`config.mk`:
```
export PLATFORM = sky130hd
export DESIGN_NAME = uart_tx_fifo_drain
export DESIGN_NICKNAME = d
export VERILOG_FILES = /design/src/rtl/uart_pkg.sv /design/src/rtl/uart_baud_counter.sv /design/src/rtl/uart_tx_fifo_drain.sv
export SDC_FILE = /design/constraint.sdc
export NUM_CORES = 1
export LEC_CHECK = 0
export CORE_ASPECT_RATIO = 1.1
export CORE_MARGIN = 4
export CORE_UTILIZATION = 35
export CTS_BUF_LIST = sky130_fd_sc_hd__clkbuf_4
export CTS_CLUSTER_SIZE = 12
export DETAILED_ROUTE_END_ITERATION = 8
export HOLD_SLACK_MARGIN = 0.1
export PLACE_DENSITY = 0.59
export SYNTH_ARGS = -nofsm -noshare
export SYNTH_HDL_FRONTEND = slang
export SYNTH_SLANG_ARGS = --single-unit
```
`constraint.sdc`:
```
create_clock -name clk -period 6.75 [get_ports clk]
set_clock_uncertainty 0.2 [all_clocks]
set_input_delay 0.675 -clock clk [delete_from_list [all_inputs] [get_ports clk]]
set_output_delay 0.675 -clock clk [all_outputs]
set_load 0.01 [all_outputs]
```
`src/rtl/uart_pkg.sv`:
```
// Shared definitions for the UART transmit path.
//   tx_state_e : transmitter FSM encoding (IDLE..STOP)
//   PAR_*      : parity mode codes used by the PARITY parameter
//   cnt_width  : width of a counter that must count 0..n-1
package uart_pkg;

  typedef enum logic [2:0] {
    ST_IDLE,
    ST_FETCH,
    ST_LOAD,
    ST_START,
    ST_DATA,
    ST_PAR,
    ST_STOP
  } tx_state_e;

  localparam int PAR_NONE = 0;
  localparam int PAR_EVEN = 1;
  localparam int PAR_ODD  = 2;

  // At least one bit so a degenerate count still yields a legal vector.
  function automatic int cnt_width(input int n);
    return (n <= 2) ? 1 : $clog2(n);
  endfunction

endpackage

```
`src/rtl/uart_baud_counter.sv`:
```
// Bit-period timer for the UART transmitter.
// Ports:
//   clk, rst_n : clock and synchronous active-low reset
//   clear      : hold the count at 0 (used while no frame is on the line)
//   bit_tick   : high in the last clk cycle of each CLKS_PER_BIT-long bit
module uart_baud_counter
  import uart_pkg::*;
#(
  parameter int CLKS_PER_BIT = 434
) (
  input  logic clk,
  input  logic rst_n,
  input  logic clear,
  output logic bit_tick
);

  localparam int CW = cnt_width(CLKS_PER_BIT);
  localparam logic [CW-1:0] LAST = CW'(CLKS_PER_BIT - 1);

  logic [CW-1:0] cnt_q;
  logic [CW-1:0] cnt_d;

  assign bit_tick = (cnt_q == LAST);

  always_comb begin
    cnt_d = cnt_q;
    if (clear || bit_tick) begin
      cnt_d = '0;
    end else begin
      cnt_d = cnt_q + CW'(1);
    end
  end

  always_ff @(posedge clk) begin
    if (!rst_n) begin
      cnt_q <= '0;
    end else begin
      cnt_q <= cnt_d;
    end
  end

endmodule

```
`src/rtl/uart_tx_fifo_drain.sv`:
```
// UART transmitter that drains a synchronous FIFO: pops one byte whenever the
// FIFO is non-empty and sends it as start bit, data LSB-first, optional
// parity, and one or two stop bits.
// Ports:
//   clk, rst_n  : clock and synchronous active-low reset (shared with FIFO)
//   fifo_empty  : FIFO empty flag, sampled only while idle
//   fifo_data   : FIFO registered read data, valid the cycle after a read
//   fifo_rd_en  : registered one-cycle read strobe per byte
//   tx          : serial line, idles high
//   busy        : high whenever the FSM is not idle
//   frame_done  : one-cycle pulse in the last cycle of the last stop bit
module uart_tx_fifo_drain
  import uart_pkg::*;
#(
  parameter int DATA_WIDTH   = 8,
  parameter int CLKS_PER_BIT = 434,
  parameter int PARITY       = 0,
  parameter int STOP_BITS    = 1
) (
  input  logic                  clk,
  input  logic                  rst_n,
  input  logic                  fifo_empty,
  input  logic [DATA_WIDTH-1:0] fifo_data,
  output logic                  fifo_rd_en,
  output logic                  tx,
  output logic                  busy,
  output logic                  frame_done
);

  if (PARITY < PAR_NONE || PARITY > PAR_ODD) begin : g_bad_parity
    $error("uart_tx_fifo_drain: PARITY must be 0, 1 or 2");
  end
  if (STOP_BITS < 1 || STOP_BITS > 2) begin : g_bad_stop
    $error("uart_tx_fifo_drain: STOP_BITS must be 1 or 2");
  end
  if (CLKS_PER_BIT < 2) begin : g_bad_baud
    $error("uart_tx_fifo_drain: CLKS_PER_BIT must be >= 2");
  end

  // One index serves both data bits and stop bits.
  localparam int IDX_W = $clog2(DATA_WIDTH + 1);
  localparam logic [IDX_W-1:0] LAST_DATA = IDX_W'(DATA_WIDTH - 1);
  localparam logic [IDX_W-1:0] LAST_STOP = IDX_W'(STOP_BITS - 1);
  localparam logic ODD_INV = (PARITY == PAR_ODD);

  tx_state_e             state_q, state_d;
  logic                  rd_en_q, rd_en_d;
  logic                  tx_q, tx_d;
  logic [IDX_W-1:0]      idx_q, idx_d;
  logic [DATA_WIDTH-1:0] shift_q, shift_d;
  logic                  par_q, par_d;
  logic                  bit_tick;
  logic                  baud_clear;

  // The bit timer only runs while a frame is on the line, so START always
  // begins from a fresh count.
  assign baud_clear = (state_q == ST_IDLE) || (state_q == ST_FETCH) ||
                      (state_q == ST_LOAD);

  uart_baud_counter #(
    .CLKS_PER_BIT(CLKS_PER_BIT)
  ) u_baud (
    .clk     (clk),
    .rst_n   (rst_n),
    .clear   (baud_clear),
    .bit_tick(bit_tick)
  );

  assign fifo_rd_en = rd_en_q;
  assign tx         = tx_q;
  assign busy       = (state_q != ST_IDLE);

  always_comb begin
    state_d    = state_q;
    rd_en_d    = 1'b0;
    idx_d      = idx_q;
    shift_d    = shift_q;
    par_d      = par_q;
    frame_done = 1'b0;
    case (state_q)
      ST_IDLE: begin
        if (!fifo_empty) begin
          state_d = ST_FETCH;
          rd_en_d = 1'b1;
        end
      end
      ST_FETCH: state_d = ST_LOAD;
      ST_LOAD: begin
        shift_d = fifo_data;
        par_d   = (^fifo_data) ^ ODD_INV;
        state_d = ST_START;
      end
      ST_START: begin
        if (bit_tick) begin
          state_d = ST_DATA;
          idx_d   = '0;
        end
      end
      ST_DATA: begin
        if (bit_tick) begin
          shift_d = shift_q >> 1;
          if (idx_q == LAST_DATA) begin
            idx_d   = '0;
            state_d = (PARITY != PAR_NONE) ? ST_PAR : ST_STOP;
          end else begin
            idx_d = idx_q + IDX_W'(1);
          end
        end
      end
      ST_PAR: begin
        if (bit_tick) begin
          state_d = ST_STOP;
          idx_d   = '0;
        end
      end
      ST_STOP: begin
        if (bit_tick) begin
          if (idx_q == LAST_STOP) begin
            frame_done = 1'b1;
            state_d    = ST_IDLE;
            idx_d      = '0;
          end else begin
            idx_d = idx_q + IDX_W'(1);
          end
        end
      end
      default: state_d = ST_IDLE;
    endcase

    // tx is registered from the next-state view so the line never glitches.
    case (state_d)
      ST_START: tx_d = 1'b0;
      ST_DATA:  tx_d = shift_d[0];
      ST_PAR:   tx_d = par_d;
      default:  tx_d = 1'b1;
    endcase
  end

  always_ff @(posedge clk) begin
    if (!rst_n) begin
      state_q <= ST_IDLE;
      rd_en_q <= 1'b0;
      tx_q    <= 1'b1;
      idx_q   <= '0;
    end else begin
      state_q <= state_d;
      rd_en_q <= rd_en_d;
      tx_q    <= tx_d;
      idx_q   <= idx_d;
    end
  end

  // Datapath holds no reset; it is always reloaded in LOAD before use.
  always_ff @(posedge clk) begin
    shift_q <= shift_d;
    par_q   <= par_d;
  end

endmodule
```
# ---- Yosys cells after proc, flatten, opt, wreduce, memory -nomap -nowiden
# Index checks and enable logic that the tools add are counted.
# W data, S select, Z words.
dict set report classes {
  eq_ne 14
  bitwise 1
  reduce_logical 14
  addsub 2
  muxes 22
}
# op n
set op_table {}
lappend op_table {{$mux W3} 7}
lappend op_table {{$pmux W3 S7} 1}
lappend op_table {{$mux W4} 5}
lappend op_table {{$pmux W8 S2} 1}
lappend op_table {{$eq A3 B3 Y1 const B} 5}
lappend op_table {{$pmux W4 S3} 1}
lappend op_table {{$add A9 B1 Y9 const B} 1}
lappend op_table {{$eq A3 B2 Y1 const B} 3}
lappend op_table {{$eq A9 B9 Y1 const B} 1}
lappend op_table {{$mux W8} 1}
lappend op_table {{$reduce_xor A8 Y1} 1}
lappend op_table {{$ne A2 B1 Y1 const B} 3}
lappend op_table {{$reduce_bool A3 Y1} 2}
lappend op_table {{$mux W1} 5}
lappend op_table {{$add A4 B1 Y4 const B} 1}
lappend op_table {{$eq A4 B3 Y1 const B} 1}
lappend op_table {{$logic_not A4 Y1} 1}
lappend op_table {{$reduce_and A2 Y1} 2}
lappend op_table {{$reduce_and A4 Y1} 1}
lappend op_table {{$reduce_or A2 Y1} 2}
lappend op_table {{$eq A3 B1 Y1 const B} 1}
lappend op_table {{$logic_not A3 Y1} 1}
lappend op_table {{$logic_or A1 B1 Y1} 3}
lappend op_table {{$pmux W1 S3} 1}
lappend op_table {{other kinds (2)} 2}
dict set report totals {
  inputBits 11
  wordCells 61
  reg_bits 27
}

# ---- Depth between registers and ports, before layout
# Gate-level depths: netlist (run 1).
dict set report logic_depth {
  word_depth 6
  depth_mapped 9
  depth_no_buf 7
}

# ---- Cells and area by module
# Synthesis (run 1) repeated with hierarchy kept, for this count alone.
dict set report hier_totals {
  cells_unflattened 154
  area_unflattened_um2 1491.4
}
# mod seq_area_each_um2 cells_each instances area_each_um2
set by_module_without_submodules {}
lappend by_module_without_submodules {uart_tx_fifo_drain 430.4 105 1 1042.2}
lappend by_module_without_submodules {uart_baud_counter 180.2 49 1 449.2}

# ---- Worst setup path before layout (run 1)
# No wires, ideal clock.
dict set report synth_timing {
  path_type {reg-to-output}
  start {register idx_q[1]}
  end {output port frame_done}
  path_buffers 0
  stages_incl_launch_ff 5
  arrival_time_ps 1258
  required_ps 5875
  slack_ps 4617
  cell_sequence {dfxtp_1 -> inv_1 -> ha_1 -> or3b_2 -> nor3_1}
}
dict set report synth_via {
  elab_chain_cells 4
}
# element line
set synth_lines {}
lappend synth_lines {{start: declaration} uart_tx_fifo_drain.sv:49} ;# logic [IDX_W-1:0] idx_q, idx_d;
lappend synth_lines {{start signal: assignment} uart_tx_fifo_drain.sv:149} ;# idx_q <= idx_d;
lappend synth_lines {{$logic_not A4 Y1} uart_tx_fifo_drain.sv:118} ;# if (idx_q == LAST_STOP) begin
lappend synth_lines {{$mux W1} uart_tx_fifo_drain.sv:118}
lappend synth_lines {{$mux W1} uart_tx_fifo_drain.sv:117} ;# if (bit_tick) begin
lappend synth_lines {{$mux W1} uart_tx_fifo_drain.sv:80} ;# case (state_q)
lappend synth_lines {{end: declaration} uart_tx_fifo_drain.sv:27} ;# output logic frame_done
# Every way passes these cells.

# ---- Worst setup path after layout (run 1)
dict set report layout_timing {
  start {register u_baud.cnt_q[0]}
  end {output port frame_done}
}
dict set report layout_via {
  elab_chain_cells 3
}
# element line
set layout_lines {}
lappend layout_lines {{start: declaration} uart_baud_counter.sv:20} ;# logic [CW-1:0] cnt_q;
lappend layout_lines {{start signal: assignment} uart_baud_counter.sv:38} ;# cnt_q <= cnt_d;
lappend layout_lines {{$eq A9 B9 Y1} uart_baud_counter.sv:23} ;# assign bit_tick = (cnt_q == LAST);
lappend layout_lines {{$mux W1} uart_tx_fifo_drain.sv:117}
lappend layout_lines {{$mux W1} uart_tx_fifo_drain.sv:80}
# Every way passes these cells.

==> results of run 1 <==
power by group:
part | switching (mW) | leakage [nW] | internal (mW)
logic | 0.0207 | 0.287 | 0.0253
clock network | 0.0464 | 0.0139 | 0.0226
registers | 0.00812 | 0.227 | 0.177
worst max path at each step:
| stage | start | endpoint | cells past startpoint |
|---|---|---|---|
| 6_report | u_baud.cnt_q[0]$_SDFF_PP0_ | frame_done | 5 |
| 5_1_grt | u_baud.cnt_q[0]$_SDFF_PP0_ | frame_done | 5 |
| 2_1_floorplan | idx_q[1]$_SDFFE_PN0P_ | frame_done | 4 |
| 4_1_cts | u_baud.cnt_q[0]$_SDFF_PP0_ | frame_done | 5 |
| 3_5_place_dp | u_baud.cnt_q[0]$_SDFF_PP0_ | frame_done | 5 |
| 3_3_place_gp | u_baud.cnt_q[0]$_SDFF_PP0_ | frame_done | 5 |
flip-flops by register name (all words and copies together), names as in the netlist:
name          count
fifo_rd_en        1
state_q           3
par_q             1
idx_q             4
shift_q           8
tx                1
u_baud.cnt_q      9
placed cells by master, fill, tap and decap left out, types with 2 or more instances in the layout:
cell type and instances:
clkbuf_4 3, nand3_1 8, ha_1 4, o22ai_1 2, nor2_1 24, inv_1 8
nor3b_1 4, nand2_1 8, nor4_1 2, a31oi_1 2, clkdlybuf4s50_1 14, a21oi_1 5
xor2_1 2, dfxtp_1 20, and2_1 4, a21boi_0 2, a22o_1 6, nor3_1 3
edfxtp_1 7, o21ai_0 5, a41oi_1 2, xnor2_1 16
cells by family after synthesis:
family          after synthesis
simple gates                 64
compound gates               31
flops                        27
xor+xnor                     18
buf+inv                      16
fa+ha+maj                     4
mux                           1
layout make-up:
cell class                 count  area share (%)
clock buffer                   3            1.36
tap                           52            3.92
multi-input combinational    118            46.8
clock inverter                 1           0.452
inverter                       8            1.81
timing repair buffer          15            8.89
sequential                    27            36.7
worst reg2reg max path, stage by stage (launching register included):
cell and delay, ps:
dfxtp_1 370, inv_1 80, ha_1 150, or3b_2 490, nor4_1 300, o22ai_1 150, a31o_2 230, and2_1 150
stage by stage:
stage	util (%)	total power, mW	worst slack [ps]	cells	hold WS (ps)
after floorplan	-	0.217	4620	161	244
after global placement	40.9	0.234	4130	220	262
after detailed placement	40.9	0.235	4070	220	280
after CTS	41.6	0.308	3680	224	308
after global routing	41.6	0.321	3530	224	354
final	41.6	0.300	3680	224	305
layer usage:
layer  GRT usage (%)  up-vias  wire length (um)
li1                -      594                 -
met1            13.9      544              1380
met2            20.0       13              1430
met3            2.51        2                67
met4            4.26        0                21
met5               0        -                 0
==> results.yml, run 1 <==
sta:
  slew_viol_final: 0
  hold_violations: 0
  finalSetupViolations: 0
  relSlewSlack_pct: 65.5
  rsz0062_at_grt: "no"
  max_freq_mhz: 325
  fin_tns_setup_ps: 0
  fin_crit_sh_pct: 45.5
  tightest_slew_ps: 517
  finalCriticalPeriod_ps: 3070
global_route:
  grt_pass1_vias: 1151
  antenna_found_initial: 0
  grt_first_pass_wirelength_um: 4930
  grt_usage_pct: 11.4
  grt_max_degree: 17
  grt_overflow_total: 0
critical_path:
  crit_chain: "ha_1 > and4b_1 > nand3_1 > nor3_1 > clkdlybuf4s50_1"
  worst-setup-path-type: "reg2out"
  reg2reg_slack_ps: 4550
  slowest_delay_ps: 570
  r2r_start: "idx_q[1]$_SDFFE_PN0P_"
  cp.arrival_ps: 2200
  cp_num_buf_inv: 1
  critPathCaptureType: "output pin"
  reg2reg_to: "state_q[1]$_SDFF_PN0_"
  critPathTopFamily: "simple AND/OR/NAND/NOR gates"
  crit_required_ps: 5880
  cpMaxStageDelayCell: "clkdlybuf4s50_1"
  start_kind: "flip-flop"
  reg2reg_depth: 7
  cp_max_fo: 5
die:
  start_util_pct: 36.7
  die-height_um: 75.9
  fp.dieW_um: 69.7
  pin_count: 15
  core_area_sq_mm: 0.00399
  rows: 24
  dieArea_sq_mm: 0.00529
yosys:
  avgSynthCellArea_sq_um: 9.10
  synth_compound_area_share_pct: 14.9
  synthXorXnorAreaFrac_pct: 10.8
  yosys.area_share.adder_pct: 3.42
  synth_ff_type: "dfxtp_1"
  muxShareOfSynthArea_pct: 0.683
  synth_nets: 176
  synthSimpleGateAreaFrac_pct: 23.4
  yosys_warnings: 0
  yosysTopAreaCell: "dfxtp_1"
  synth_cells: 161
  synth_top_family_by_area: "simple AND/OR/NAND/NOR gates"
  yosysSeqAreaShare_pct: 41.7
  synth_top_area_share_pct: 27.3
  ys_types: 43
  post_synth_instance_area_sq_mm: 0.00147
  synth_edf_count: 7
  async_flop_share_pct: 0
  post-synth-top-count-cell: "nor2_1"
  netlist_top_cells_count: "nor2_1, dfxtp_1, xnor2_1"
  synth-seq-cells: 27
  netlist_top_cells_area: "dfxtp_1, edfxtp_1, xnor2_1"
cts:
  cts_root_buf: "clkbuf_4"
  cts_tree: "built"
  worstSkewPairLatency_ps: 320
  postCtsSetupRepairBufs: 0
  cts_buffers: 3
  clock_sinks: 27
  clk_pin_slew_ps: 150
  cts.hold.buffers_added: 0
  clk_path_buf_depth: 2
  htree_levels: 1
  cts_resized: 0
hold_path:
  hold_class: "reg2reg"
  hold_depth: 2
  min_to: "par_q$_DFF_P_"
  hold_start: "par_q$_DFF_P_"
pwr:
  peakVddDrop_uv: 64.1
  cellLeakagePower_nw: 0.528
  powerDensity_mw_per_mm2: 181
detailed_routing:
  drt-total-wl_um: 2900
  drcViolationCount: 0
  drt_iter0_drc: 90
  drtPass1Iterations: 4
  vias_per_cell: 5.15
  routed-via-count: 1153
  ant_nets: 0
  routedWlPerCell_um: 13.0
finish:
  n_antenna_cell: 0
  drive_gt1_share_pct: 5.23
  fill_cells: 399
  multi_input_area_sq_um: 778
  register_area_sq_um: 611
  syn2layout_area_growth_pct: 13.4
  final_area_sq_mm: 0.00166
  final_nets: 188
placed_design:
  place_area_sq_mm: 0.00163
  dp_hpwl_um: 2220
  gp_congestion: 0.845
  io_buffers: 14
status:
  status: "finished clean"
flow_run:
  drv_cap: 0
(Power assumes the default switching activity.)
==> run 2, diff against run 1 <==
==> constraint.sdc (replaced) <==
create_clock -name clk -period 3.21 [get_ports clk]
set_clock_uncertainty 0.2 [all_clocks]
set_input_delay 0.321 -clock clk [delete_from_list [all_inputs] [get_ports clk]]
set_output_delay 0.321 -clock clk [all_outputs]
set_load 0.01 [all_outputs]
==> run 2 against run 1 <==
  * Sequential share of layout area is the same
  * Die area is the same
  * Cell count is the same
  * Critical path type unchanged
==> results.yml, run 2 (synthesized netlist as in run 1, its figures left out) <==
finish:
  fill_cells: 395
  n_antenna_cell: 0
  final_common_cell: "nor2_1"
  largest_register: "u_baud.cnt_q"
  reg_top3: "u_baud.cnt_q (9), shift_q (8), idx_q (4)"
  drive_gt1_share_pct: 5.23
  layout_common_cells: "nor2_1, dfxtp_1, xnor2_1, clkdlybuf4s50_1"
  largest_register_ffs: 9
  final_nets: 188
  syn2layout_area_growth_pct: 13.4
sta:
  finalSetupViolations: 0
  fin_ws_ps: 537
  max_freq_mhz: 374
  relSlewSlack_pct: 65.3
  hold_violations: 0
  fin_crit_sh_pct: 83.3
  slew_viol_final: 0
  rsz0062_at_grt: "no"
  fin_tns_setup_ps: 0
  tightest_slew_ps: 520
  finalCriticalPeriod_ps: 2670
cts:
  clock_sinks: 27
  cts_buffers: 3
  cts_resized: 0
  cts.hold.buffers_added: 0
  cts_tree: "built"
  htree_levels: 1
  clk_pin_slew_ps: 150
  worstSkewPairLatency_ps: 320
  cts_root_buf: "clkbuf_4"
  postCtsSetupRepairBufs: 0
  clk_path_buf_depth: 2
global_route:
  grt_pass1_vias: 1143
  antenna_found_initial: 0
  grt_overflow_total: 0
  grt_max_degree: 17
  grt_first_pass_wirelength_um: 4990
  grt_usage_pct: 11.7
detailed_routing:
  routedWlPerCell_um: 13.0
  drcViolationCount: 0
  vias_per_cell: 5.27
  drtPass1Iterations: 4
  drt-total-wl_um: 2920
  drt_iter0_drc: 105
  routed-via-count: 1180
  ant_nets: 0
die:
  core_area_sq_mm: 0.00399
  die-height_um: 75.9
  dieArea_sq_mm: 0.00529
  rows: 24
  pin_count: 15
  start_util_pct: 36.7
  fp.dieW_um: 69.7
critical_path:
  cp_max_fo: 5
  cp_num_buf_inv: 1
  start_kind: "flip-flop"
  reg2reg_depth: 7
  crit_chain: "ha_1 > and4b_1 > nand3_1 > nor3_1 > clkdlybuf4s50_1"
  critPathCaptureType: "output pin"
  cpMaxStageDelayCell: "clkdlybuf4s50_1"
  critPathTopFamily: "simple AND/OR/NAND/NOR gates"
  crit_required_ps: 2690
  worst-setup-path-type: "reg2out"
  slowest_delay_ps: 560
  cp.arrival_ps: 2150
  critical_path_depth: 5
flow_run:
  drv_cap: 0
placed_design:
  dp_hpwl_um: 2210
  io_buffers: 14
  dp_slack_ps: 917
  gp_congestion: 0.863
hold_path:
  hold_class: "reg2reg"
  hold_depth: 1
pwr:
  cellLeakagePower_nw: 0.528
  peakVddDrop_uv: 144
  p_total_mw: 0.635
  powerDensity_mw_per_mm2: 382
status:
  status: "finished clean"
[run 2: cell counts in the layout (fill, tap and decap cells not counted)]
No cell type changed its count.
[run 2: path summary, 6_finish.rpt]
check,start,endpoint,slack (ps)
worst max-delay path,u_baud.cnt_q[0]$_SDFF_PP0_,frame_done,540
worst min-delay path,u_baud.cnt_q[0]$_SDFF_PP0_,u_baud.cnt_q[0]$_SDFF_PP0_,310
worst max register to register,idx_q[1]$_SDFFE_PN0P_,state_q[1]$_SDFF_PN0_,1010
worst min register to register,u_baud.cnt_q[0]$_SDFF_PP0_,u_baud.cnt_q[0]$_SDFF_PP0_,310
[run 2: area by class of cell]
class	count	area [sq um]	area share, %
clock buffers	3	22.5	1.36
clock inverters	1	7.51	0.452
inverters	8	30.0	1.81
multi-input cells	118	778	46.8
flip-flops and latches	27	611	36.7
well taps	52	65.1	3.92
repair buffers	15	148	8.89
[run 2: metrics by stage]
stage / utilization, % / instance area, sq um / hold WS (ps) / cells
detailed placement: 40.9 / 1630 / 286 / 220
global route: 41.6 / 1660 / 333 / 224
floorplan: - / 1470 / 197 / 161
global placement: 40.9 / 1630 / 261 / 220
CTS: 41.6 / 1660 / 317 / 224
finish: 41.6 / 1660 / 312 / 224
[run 2: layer usage]
metal,vias to the layer above,routed length [um],track usage [%]
li1,595,-,-
met1,562,1330,14.3
met2,19,1430,20.4
met3,4,109,2.37
met4,0,44,5.11
met5,-,0,0
[run 2: where the power goes]
part           switching [mW]  leakage [nW]  internal, mW
Sequential             0.0178         0.227         0.373
Combinational          0.0438         0.287        0.0532
Clock                   0.100        0.0139        0.0475
Total                   0.162         0.528         0.474
==> run 3, diff against run 2 <==
--- a/config.mk
+++ b/config.mk
@@ -12,7 +12,7 @@
 export CTS_CLUSTER_SIZE = 12
 export DETAILED_ROUTE_END_ITERATION = 8
 export HOLD_SLACK_MARGIN = 0.1
-export PLACE_DENSITY = 0.59
+export PLACE_DENSITY = 0.61
 export SYNTH_ARGS = -nofsm -noshare
 export SYNTH_HDL_FRONTEND = slang
 export SYNTH_SLANG_ARGS = --single-unit
==> constraint.sdc (replaced) <==
create_clock -name clk -period 2.45 [get_ports clk]
set_clock_uncertainty 0.2 [all_clocks]
set_input_delay 0.245 -clock clk [delete_from_list [all_inputs] [get_ports clk]]
set_output_delay 0.245 -clock clk [all_outputs]
set_load 0.01 [all_outputs]
==> run 3 against run 2 <==
  * Setup slack got worse by 370 ps
  * Wire length fell by 3.6%
  * Clock power rose by 36%
  * Combinational power rose by 41%
  * Clock-buffer cell count did not move
  * Sequential cell count did not move
  * Sequential power rose by 29%
  * Total power rose by 33%
  * Hold slack got worse by 45 ps
  * Core utilization rose by 0.41 points
  * Critical path depth did not move
  * Highest routed layer unchanged
==> results.yml, run 3 (synthesized netlist as in run 1, its figures left out) <==
cts:
  cts_buffers: 3
  cts.hold.buffers_added: 0
  htree_levels: 1
  clk_path_buf_depth: 2
  worstSkewPairLatency_ps: 330
  cts_root_buf: "clkbuf_4"
  clk_pin_slew_ps: 150
  clock_sinks: 27
  cts_tree: "built"
global_route:
  grt_first_pass_wirelength_um: 4810
  grt_pass1_vias: 1091
  antenna_found_initial: 0
  grt_max_degree: 17
  grt_usage_pct: 11.2
  grt_overflow_total: 0
hold_path:
  hold_class: "reg2reg"
  hold_start: "u_baud.cnt_q[0]$_SDFF_PP0_"
  min_to: "u_baud.cnt_q[0]$_SDFF_PP0_"
  hold_depth: 1
critical_path:
  critPathCaptureType: "output pin"
  cp_max_fo: 4
  reg2reg_depth: 7
  cp.arrival_ps: 1840
  crit_required_ps: 2010
  reg2reg_slack_ps: 270
  r2r_start: "idx_q[0]$_SDFFE_PN0P_"
  reg2reg_to: "state_q[1]$_SDFF_PN0_"
  critical_path.startpoint: "idx_q[0]$_SDFFE_PN0P_"
  start_kind: "flip-flop"
  worst-setup-path-type: "reg2out"
die:
  core_area_sq_mm: 0.00399
  die-height_um: 75.9
  pin_count: 15
  dieArea_sq_mm: 0.00529
  rows: 24
  start_util_pct: 36.7
  fp.dieW_um: 69.7
sta:
  finalCriticalPeriod_ps: 2290
  fin_crit_sh_pct: 93.3
  hold_violations: 0
  tightest_slew_ps: 362
  max_freq_mhz: 437
  rsz0062_at_grt: "no"
  slew_viol_final: 0
  hold-worst-slack_ps: 266
  fin_ws_ps: 164
  fin_tns_setup_ps: 0
  finalSetupViolations: 0
  relSlewSlack_pct: 75.7
detailed_routing:
  drt-total-wl_um: 2820
  drt_iter0_drc: 104
  routed-via-count: 1196
  drcViolationCount: 0
  vias_per_cell: 5.29
  routedWlPerCell_um: 12.5
  drtPass1Iterations: 4
  ant_nets: 0
finish:
  n_antenna_cell: 0
  layout_common_cells: "nor2_1, dfxtp_1, xnor2_1, clkdlybuf4s50_1"
  final_nets: 190
  largest_register: "u_baud.cnt_q"
  syn2layout_area_growth_pct: 14.5
  final_common_cell: "nor2_1"
  largest_register_ffs: 9
  reg_top3: "u_baud.cnt_q (9), shift_q (8), idx_q (4)"
  drive_gt1_share_pct: 7.47
pwr:
  powerDensity_mw_per_mm2: 504
  p_clk_share_pct: 23.9
  cellLeakagePower_nw: 0.544
  swShare_pct: 26.1
  combinationalPowerShare_pct: 16.2
  seqPwrFrac_pct: 59.9
  p_int_mw: 0.625
  peakVddDrop_uv: 195
  p_sw_mw: 0.220
placed_design:
  gp_congestion: 0.847
  io_buffers: 14
  dp_slack_ps: 225
  dp_hpwl_um: 2140
flow_run:
  drv_cap: 0
status:
  status: "finished clean"
## run 3: final cells by class
type / instances / area [sq um]
fill: 400 / 2320
multi-input combinational: 118 / 778
sequential: 27 / 613
timing repair buffer: 17 / 161
tap: 52 / 65.1
inverter: 8 / 30.0
clock buffer: 3 / 22.5
clock inverter: 1 / 7.51
## run 3: metrics by stage
stage | instances | area, sq um | util (%) | total power, mW
2_1_floorplan | 161 | 1470 | - | 0.598
3_3_place_gp | 222 | 1650 | 41.2 | 0.651
3_5_place_dp | 222 | 1650 | 41.2 | 0.654
4_1_cts | 226 | 1680 | 42.0 | 0.857
5_1_grt | 226 | 1680 | 42.0 | 0.894
6_report | 226 | 1680 | 42.0 | 0.845
## run 3: worst max-delay path by stage
| stage | to | slack [ps] | cells after the start |
|---|---|---|---|
| floorplan | tx$_SDFF_PN1_ | 340 | 9 |
| global placement | frame_done | 260 | 5 |
| detailed placement | frame_done | 230 | 5 |
| CTS | busy | 60 | 3 |
| global route | frame_done | 20 | 5 |
| finish | frame_done | 160 | 5 |
## run 3: repair_timing
action	in CTS	in global routing
setup endpoints to repair	1	1
gates resized for setup	2	1
setup buffers	0	0
## run 3: worst max-delay path, cell delays in order, from the launching register on
cell and delay (ps):
dfxtp_1 380, inv_1 70, ha_1 150, or3b_2 490
nor3_1 140, dlygate4sd2_1 290
## run 3: power by group through the flow
stage               logic [mW]  registers (mW)  clock network [mW]
finish                   0.137           0.506               0.202
global route             0.151           0.511               0.232
CTS                      0.138           0.507               0.212
detailed placement       0.137           0.517                   0
global placement         0.135           0.515                   0
floorplan               0.0895           0.509                   0
## run 3: metal layers
metal / vias to the layer above / wire length, um / track usage [%]
met5: - / 0 / 0
li1: 599 / - / -
met3: 4 / 119 / 2.77
met2: 24 / 1320 / 18.3
met1: 569 / 1350 / 14.2
met4: 0 / 34 / 5.32
